[src/rtl/reg_file_sb.sv]
//------------------------------------------------------------------------------
// Module      : reg_file_sb
// Description : Integer register file with two async read ports, one write-back
//               port and a per-register outstanding-write scoreboard.
//               Optional write-through bypass: define REGFILE_BYPASS_EN.
// Revision    : 1.0 - initial release
//------------------------------------------------------------------------------
`default_nettype none

module reg_file_sb #(
    parameter int DATA_W   = 32,
    parameter int ADDR_W   = 5,
    parameter int NUM_REGS = 32,
    parameter int PEND_W   = 2
) (
    input  logic              clk,
    input  logic              reset,
    input  logic [ADDR_W-1:0] rs1_addr,
    output logic [DATA_W-1:0] rs1_data,
    output logic              rs1_busy,
    input  logic [ADDR_W-1:0] rs2_addr,
    output logic [DATA_W-1:0] rs2_data,
    output logic              rs2_busy,
    input  logic              rsv_valid,
    input  logic [ADDR_W-1:0] rsv_addr,
    output logic              rsv_ready,
    input  logic              wb_valid,
    input  logic [ADDR_W-1:0] wb_addr,
    input  logic [DATA_W-1:0] wb_data,
    input  logic              flush,
    output logic              sb_err
);

    localparam logic [PEND_W-1:0] c_cnt_max = '1;

    logic [DATA_W-1:0] r_regs [NUM_REGS];
    logic [PEND_W-1:0] r_cnt  [NUM_REGS];
    logic [PEND_W-1:0] w_cnt_nxt [NUM_REGS];
    logic [NUM_REGS-1:0] w_inc;
    logic [NUM_REGS-1:0] w_dec;
    logic              r_sb_err;
    logic              w_rsv_cnt;
    logic              w_wb_hit;
    logic              w_wb_orphan;

    assign rsv_ready   = (rsv_addr == '0) || (r_cnt[rsv_addr] != c_cnt_max);
    // Reservations of x0 are accepted but never counted.
    assign w_rsv_cnt   = rsv_valid && rsv_ready && !flush && (rsv_addr != '0);
    assign w_wb_hit    = wb_valid && (wb_addr != '0);
    assign w_wb_orphan = w_wb_hit && !flush && (r_cnt[wb_addr] == '0);

    generate
        for (genvar i = 0; i < NUM_REGS; i++) begin : g_cnt
            assign w_inc[i] = w_rsv_cnt && (rsv_addr == ADDR_W'(i));
            assign w_dec[i] = w_wb_hit && (wb_addr == ADDR_W'(i)) && (r_cnt[i] != '0);
            assign w_cnt_nxt[i] = flush                  ? '0 :
                                  (w_inc[i] && !w_dec[i]) ? r_cnt[i] + PEND_W'(1) :
                                  (w_dec[i] && !w_inc[i]) ? r_cnt[i] - PEND_W'(1) :
                                                            r_cnt[i];
        end
    endgenerate

    always_ff @(posedge clk) begin
        if (reset) begin
            for (int i = 0; i < NUM_REGS; i++) begin
                r_regs[i] <= '0;
                r_cnt[i]  <= '0;
            end
            r_sb_err <= 1'b0;
        end else begin
            if (w_wb_hit) begin
                r_regs[wb_addr] <= wb_data;
            end
            for (int i = 0; i < NUM_REGS; i++) begin
                r_cnt[i] <= w_cnt_nxt[i];
            end
            if (w_wb_orphan) begin
                r_sb_err <= 1'b1;
            end
        end
    end

    always_comb begin
        rs1_data = (rs1_addr == '0) ? '0 : r_regs[rs1_addr];
        rs2_data = (rs2_addr == '0) ? '0 : r_regs[rs2_addr];
`ifdef REGFILE_BYPASS_EN
        if (w_wb_hit && (wb_addr == rs1_addr)) begin
            rs1_data = wb_data;
        end
        if (w_wb_hit && (wb_addr == rs2_addr)) begin
            rs2_data = wb_data;
        end
`endif
    end

    assign rs1_busy = (r_cnt[rs1_addr] != '0);
    assign rs2_busy = (r_cnt[rs2_addr] != '0);
    assign sb_err   = r_sb_err;

endmodule

`default_nettype wire

[config.mk]
export PLATFORM = sky130hd
export DESIGN_NAME = reg_file_sb
export DESIGN_NICKNAME = d
export VERILOG_FILES = /design/src/rtl/reg_file_sb.sv
export SDC_FILE = /design/constraint.sdc
export NUM_CORES = 2
export LEC_CHECK = 0
export ABC_AREA = 1
export CAP_MARGIN = 20
export CORE_MARGIN = 1.5
export CORE_UTILIZATION = 50
export CTS_CLUSTER_SIZE = 28
export DETAILED_ROUTE_END_ITERATION = 12
export PLACE_DENSITY = 0.66
export SLEW_MARGIN = 5
export SYNTH_ARGS = -nofsm -noshare
export SYNTH_HDL_FRONTEND = slang
export SYNTH_SLANG_ARGS = --single-unit
export TNS_END_PERCENT = 1
[constraint.sdc]
create_clock -name clk -period 4 [get_ports clk]
set_input_delay 1.2 -clock clk [delete_from_list [all_inputs] [get_ports clk]]
set_output_delay 1.2 -clock clk [all_outputs]
set_load 0.01 [all_outputs]
### Word level (Yosys, flattened, before mapping)

Memory sizes are Yosys's and may differ from the RTL's.
Index checks and enable logic that the tools add are counted.
Widths: inputs -> output; s select.

* RAM bits: 1088
* bits of input ports: 57
* register bits: 1
* memories kept: 2
* logic and storage cells: 575

* equality and inequality tests: 63
* bitwise operators: 32
* muxes and demuxes: 139
* reduce and logical (&&, ||, !) cells: 274
* add/subtract/negate cells: 64

Memories
* r_regs: words 32, bits a word 32, rd ports 2, clocked after Yosys merged registers in 0, wr ports 32, RTL line 36 `logic [DATA_W-1:0] r_regs [NUM_REGS];`
* r_cnt: words 32, bits a word 2, rd ports 36, clocked after Yosys merged registers in 0, wr ports 32, RTL line 37 `logic [PEND_W-1:0] r_cnt [NUM_REGS];`

Operator list (count)
* $mux 2: 128
* $logic_and 1x1->1: 166
* $eq 5x5->1 const B: 32
* $mux 32: 3
* $eq 5x4->1 const B: 16
* $reduce_bool 2->1: 34
* $logic_not 1->1: 65
* $add 2x1->2 const B: 32
* $sub 2x1->2 const B: 32
* $eq 5x3->1 const B: 8
* $or 1x1->1: 32
* $reduce_or 32->1: 1
* $eq 5x2->1 const B: 4
* $logic_not 5->1: 4
* $eq 5x1->1 const B: 2
* $reduce_bool 5->1: 2
* $mux 1: 7
* $mux 5: 1
* $logic_not 2->1: 1
* $ne 2x2->1 const B: 1
* $logic_or 1x1->1: 1

### Logic depth before layout (Yosys ltp)

An unclocked memory read counts as a cell.

* depth in word-level cells: 13
* mapped depth: 20

### Worst setup path before layout

OpenSTA, ideal clock, no wires.

* path type: in2out
* from: input port rs2_addr[1]
* to: output port rs2_data[20]
* buffers on the path: 4
* arrival: 2.577 ns
* data required time: 2.800 ns
* stages on the path: 8
* setup slack: 0.223 ns
* path through: buf_2 buf_2 buf_2 clkbuf_1 o21ai_0 o221ai_1 nand3_1 a21oi_1

* word-level cells in the longest chain between the ends: 2
* elaborated cells between the ends (all ways): 3
* classes of those cells: mux: 1; reduce/logical: 1; memory: 1

RTL lines
* start, declared: RTL line 21 `input logic [ADDR_W-1:0] rs2_addr,`
* $mem_v2 32x32 or $logic_not 5->1 (tied branches)
* $mux 32 (*): RTL line 85 `rs2_data = (rs2_addr == '0) ? '0 : r_regs[rs2_addr];`
* end, declared: RTL line 22 `output logic [DATA_W-1:0] rs2_data,`

Every way passes the cells marked *; elsewhere a longest branch is shown, timed or not.

### Worst setup path after layout

* from: input port rs2_addr[0]
* to: output port rs2_data[9]

Same word-level chain as after synthesis.

==> impl_metrics.yaml <==
floorplanning:
  dieArea_um2: 121400
  dieHeight_um: 348.5
  chipWidth_um: 348.5
  initial_core_util: 0.5047
  boundaryPins: 125
  core-area_um2: 118200
  row_count: 126
power:
  p_leak_nw: 28.89
  p_per_area_nw_per_um2: 396.3
  p_total_w: 0.02978
  max-vdd-ir-drop_uv: 456.9
global_route:
  grt_pass1_wl_um: 372500
  grt_use_met3: 0.1401
  grt_use_total: 0.4190
  grt_pass1_vias: 56474
  grt_max_degree: 45
  use_met2: 0.6076
  busiest_layer: "met2"
  grt_use_met1: 0.5418
  grt_overflow_total: 0
  antenna_found_initial: 7
clocking:
  cts_tree: "yes"
  clock_latency_ps: 770
  cts_made_buffers: 118
  cts-root-buf: "clkbuf_16"
  clock_sinks: 1089
  cts.clk_slew.worst_paths_ps: 70
  ctsHtreeMaxLevel: 3
  ctsLongestPathBuffers: 3
route:
  drt-pass1-iter-count: 7
  ant_nets: 0
  num_vias: 60930
  totalWireLength_um: 261700
  wl_per_cell_um: 28.57
  drt_iter0_markers: 11067
  drcViolationCount: 0
  drt-vias-per-instance: 6.654
logic_synthesis:
  netlist.area_leader.share: 0.5153
  syn-cell-area_um2: 59680
  synth_area_leaders: "edfxtp_1 52%, nor2_1 13%, o21ai_0 9.5%, nand2_1 4.8%, a21oi_1 3.3%"
  synth_area_leader_cell: "edfxtp_1"
  synth_cells: 7143
  synth_cell_types: 32
  ys_ff_latch: 1089
  yosysWarnings: 0
  syn_avg_cell_area_um2: 8.354
  synth_seq_area_share: 0.5371
outcome:
  status: "finished with violations"
  violations: "setup timing"
place:
  gp_congestion: 0.9574
  portBuffers: 124
  detailed_place_hpwl_um: 151200
  dp_slack_ps: -674.3
  place_area_um2: 67020
timing:
  hold_violations: 0
  tightest_slew_ps: 881.2
  rsz0062_at_grt: "yes"
  slew_headroom: 0.4126
  setup_viol: 62
  setup_slack_ps: -176.8
  slew_viol_final: 0
  min_period_ps: 4177
  worst_clock_skew_ps: 24.64
  max_freq_mhz: 239.4
  min_period_over_period: 1.044
worst_setup_path:
  startpoint: "rs2_addr[0]"
  crit_arrival_ps: 2980
  rr_startpoint: "r_cnt[24][1]$_SDFFE_PP0P_"
  crit_chain: "buf_16, clkinv_16, buf_16, buf_12, buf_12, o21ai_1, o221ai_1, nand3_1, nand2_4, nand2_4, a21oi_4, buf_6, buf_6"
  crit_slowest_cell: "o221ai_1"
  critPathKind: "in2out"
  cp-start-kind: "primary input"
  cpLargestDelayFamily: "buffers and inverters"
  endpoint_kind: "primary output"
  critPathBufInv: 7
  worstPathMaxFanout: 7
  max_stage_delay_ps: 200
  required_ps: 2800
job:
  cap_violations: 0
layout:
  post-route-util: 0.6354
  synthToLayoutAreaGrowth_pct: 25.90
  drive_above_1_share: 0.1760
  final_cell_mix: "1974 x nor2_1, 1024 x edfxtp_1, 954 x o21ai_0, 656 x nand2_1, 436 x buf_4"
  design_area_um2: 75130
  final_common_cell: "nor2_1"
  nNetsFinal: 7598
min_path:
  holdCritPathClass: "reg2reg"
  min_from: "sb_err$_SDFFE_PP0P_"
final timing paths:
check	slack (ps)	cells past startpoint	end
worst max-delay path	-180	13	rs2_data[9]
worst min-delay path	460	2	sb_err$_SDFFE_PP0P_
worst max register to register	1480	18	r_cnt[27][1]$_SDFFE_PP0P_
worst min register to register	460	2	sb_err$_SDFFE_PP0P_
cell type report:
type | instances | area (um^2)
Antenna cell | 8 | 20.02
Clock buffer | 146 | 3100
Clock inverter | 77 | 862.1
Fill cell | 9441 | 43110
Inverter | 229 | 959.7
Multi-Input combinational cell | 5193 | 25310
Sequential cell | 1089 | 32050
Tap cell | 1536 | 1922
Timing Repair Buffer | 874 | 10830
Timing Repair inverter | 5 | 77.57
tightest hold or removal path: stages, from the launching register on:
cell and delay, ps:
dfxtp_1 320, inv_1 50, a21oi_1 50
stage by stage:
step | setup TNS (ps) | hold WS [ps] | std cells
5_1_grt | -7948 | 500.7 | 9149
6_report | -5313 | 458.3 | 9157
3_3_place_gp | -35250 | 439.4 | 8806
2_1_floorplan | 0 | 442.2 | 7174
3_5_place_dp | -36040 | 444.8 | 8806
4_1_cts | -2160 | 454.9 | 9134
cells by family after synthesis:
group | synth area share
AO/OA/AOI/OAI | 0.1892
adder cells (fa/ha/maj) | 0.006500
multiplexers | 0.005367
buffers and inverters | 0.06114
AND/OR/NAND/NOR | 0.2007
other | 0.00006284
flip-flops | 0.5371
registers in the layout, summed over array words and instances (netlist names):
| name | flops |
|---|---|
| r_regs | 1024 |
| r_cnt | 64 |
| sb_err | 1 |
Yosys cell counts:
cell type	instances
nand3_1	208
a211oi_1	2
o221ai_1	165
nand2_1	766
clkbuf_1	407
o211ai_1	68
dfxtp_1	65
o21bai_1	31
nor3_1	13
a31oi_1	37
o31ai_1	1
a21oi_1	389
nor2_2	1
nand4_2	2
edfxtp_1	1024
or2_2	20
nor2_1	2048
inv_1	225
o21ai_0	1135
buf_1	54
o211a_1	1
buf_2	192
buf_4	4
clkinv_1	1
o22ai_1	155
conb_1	1
inv_2	3
mux2i_1	32
buf_6	6
o21a_1	32
ha_1	31
nand4_1	24
power breakdown:
part	switching, W	total [W]	internal (W)	leakage (nW)
registers	0.000322	0.0134	0.0130	10.3
logic	0.00317	0.00500	0.00184	16.7
clock network	0.00491	0.0114	0.00649	1.90
total	0.00840	0.0298	0.0214	28.9
timing repair:
action,4_1_cts,5_1_grt
gates cloned,54,6
setup endpoints to repair,67,67
endpoints found under the hold margin,0,0
resized for setup,811,155
hold buffers,0,0
buffers inserted,57,10
pin swaps,145,83
layer usage:
layer,up-vias,wire (um),part of all wire
met1,28495,89960,0.34
met4,4,19530,0.075
met3,1338,43630,0.17
li1,25535,-,-
met5,-,27,0.00010
met2,5558,108500,0.41
(Power assumes the default switching activity.)
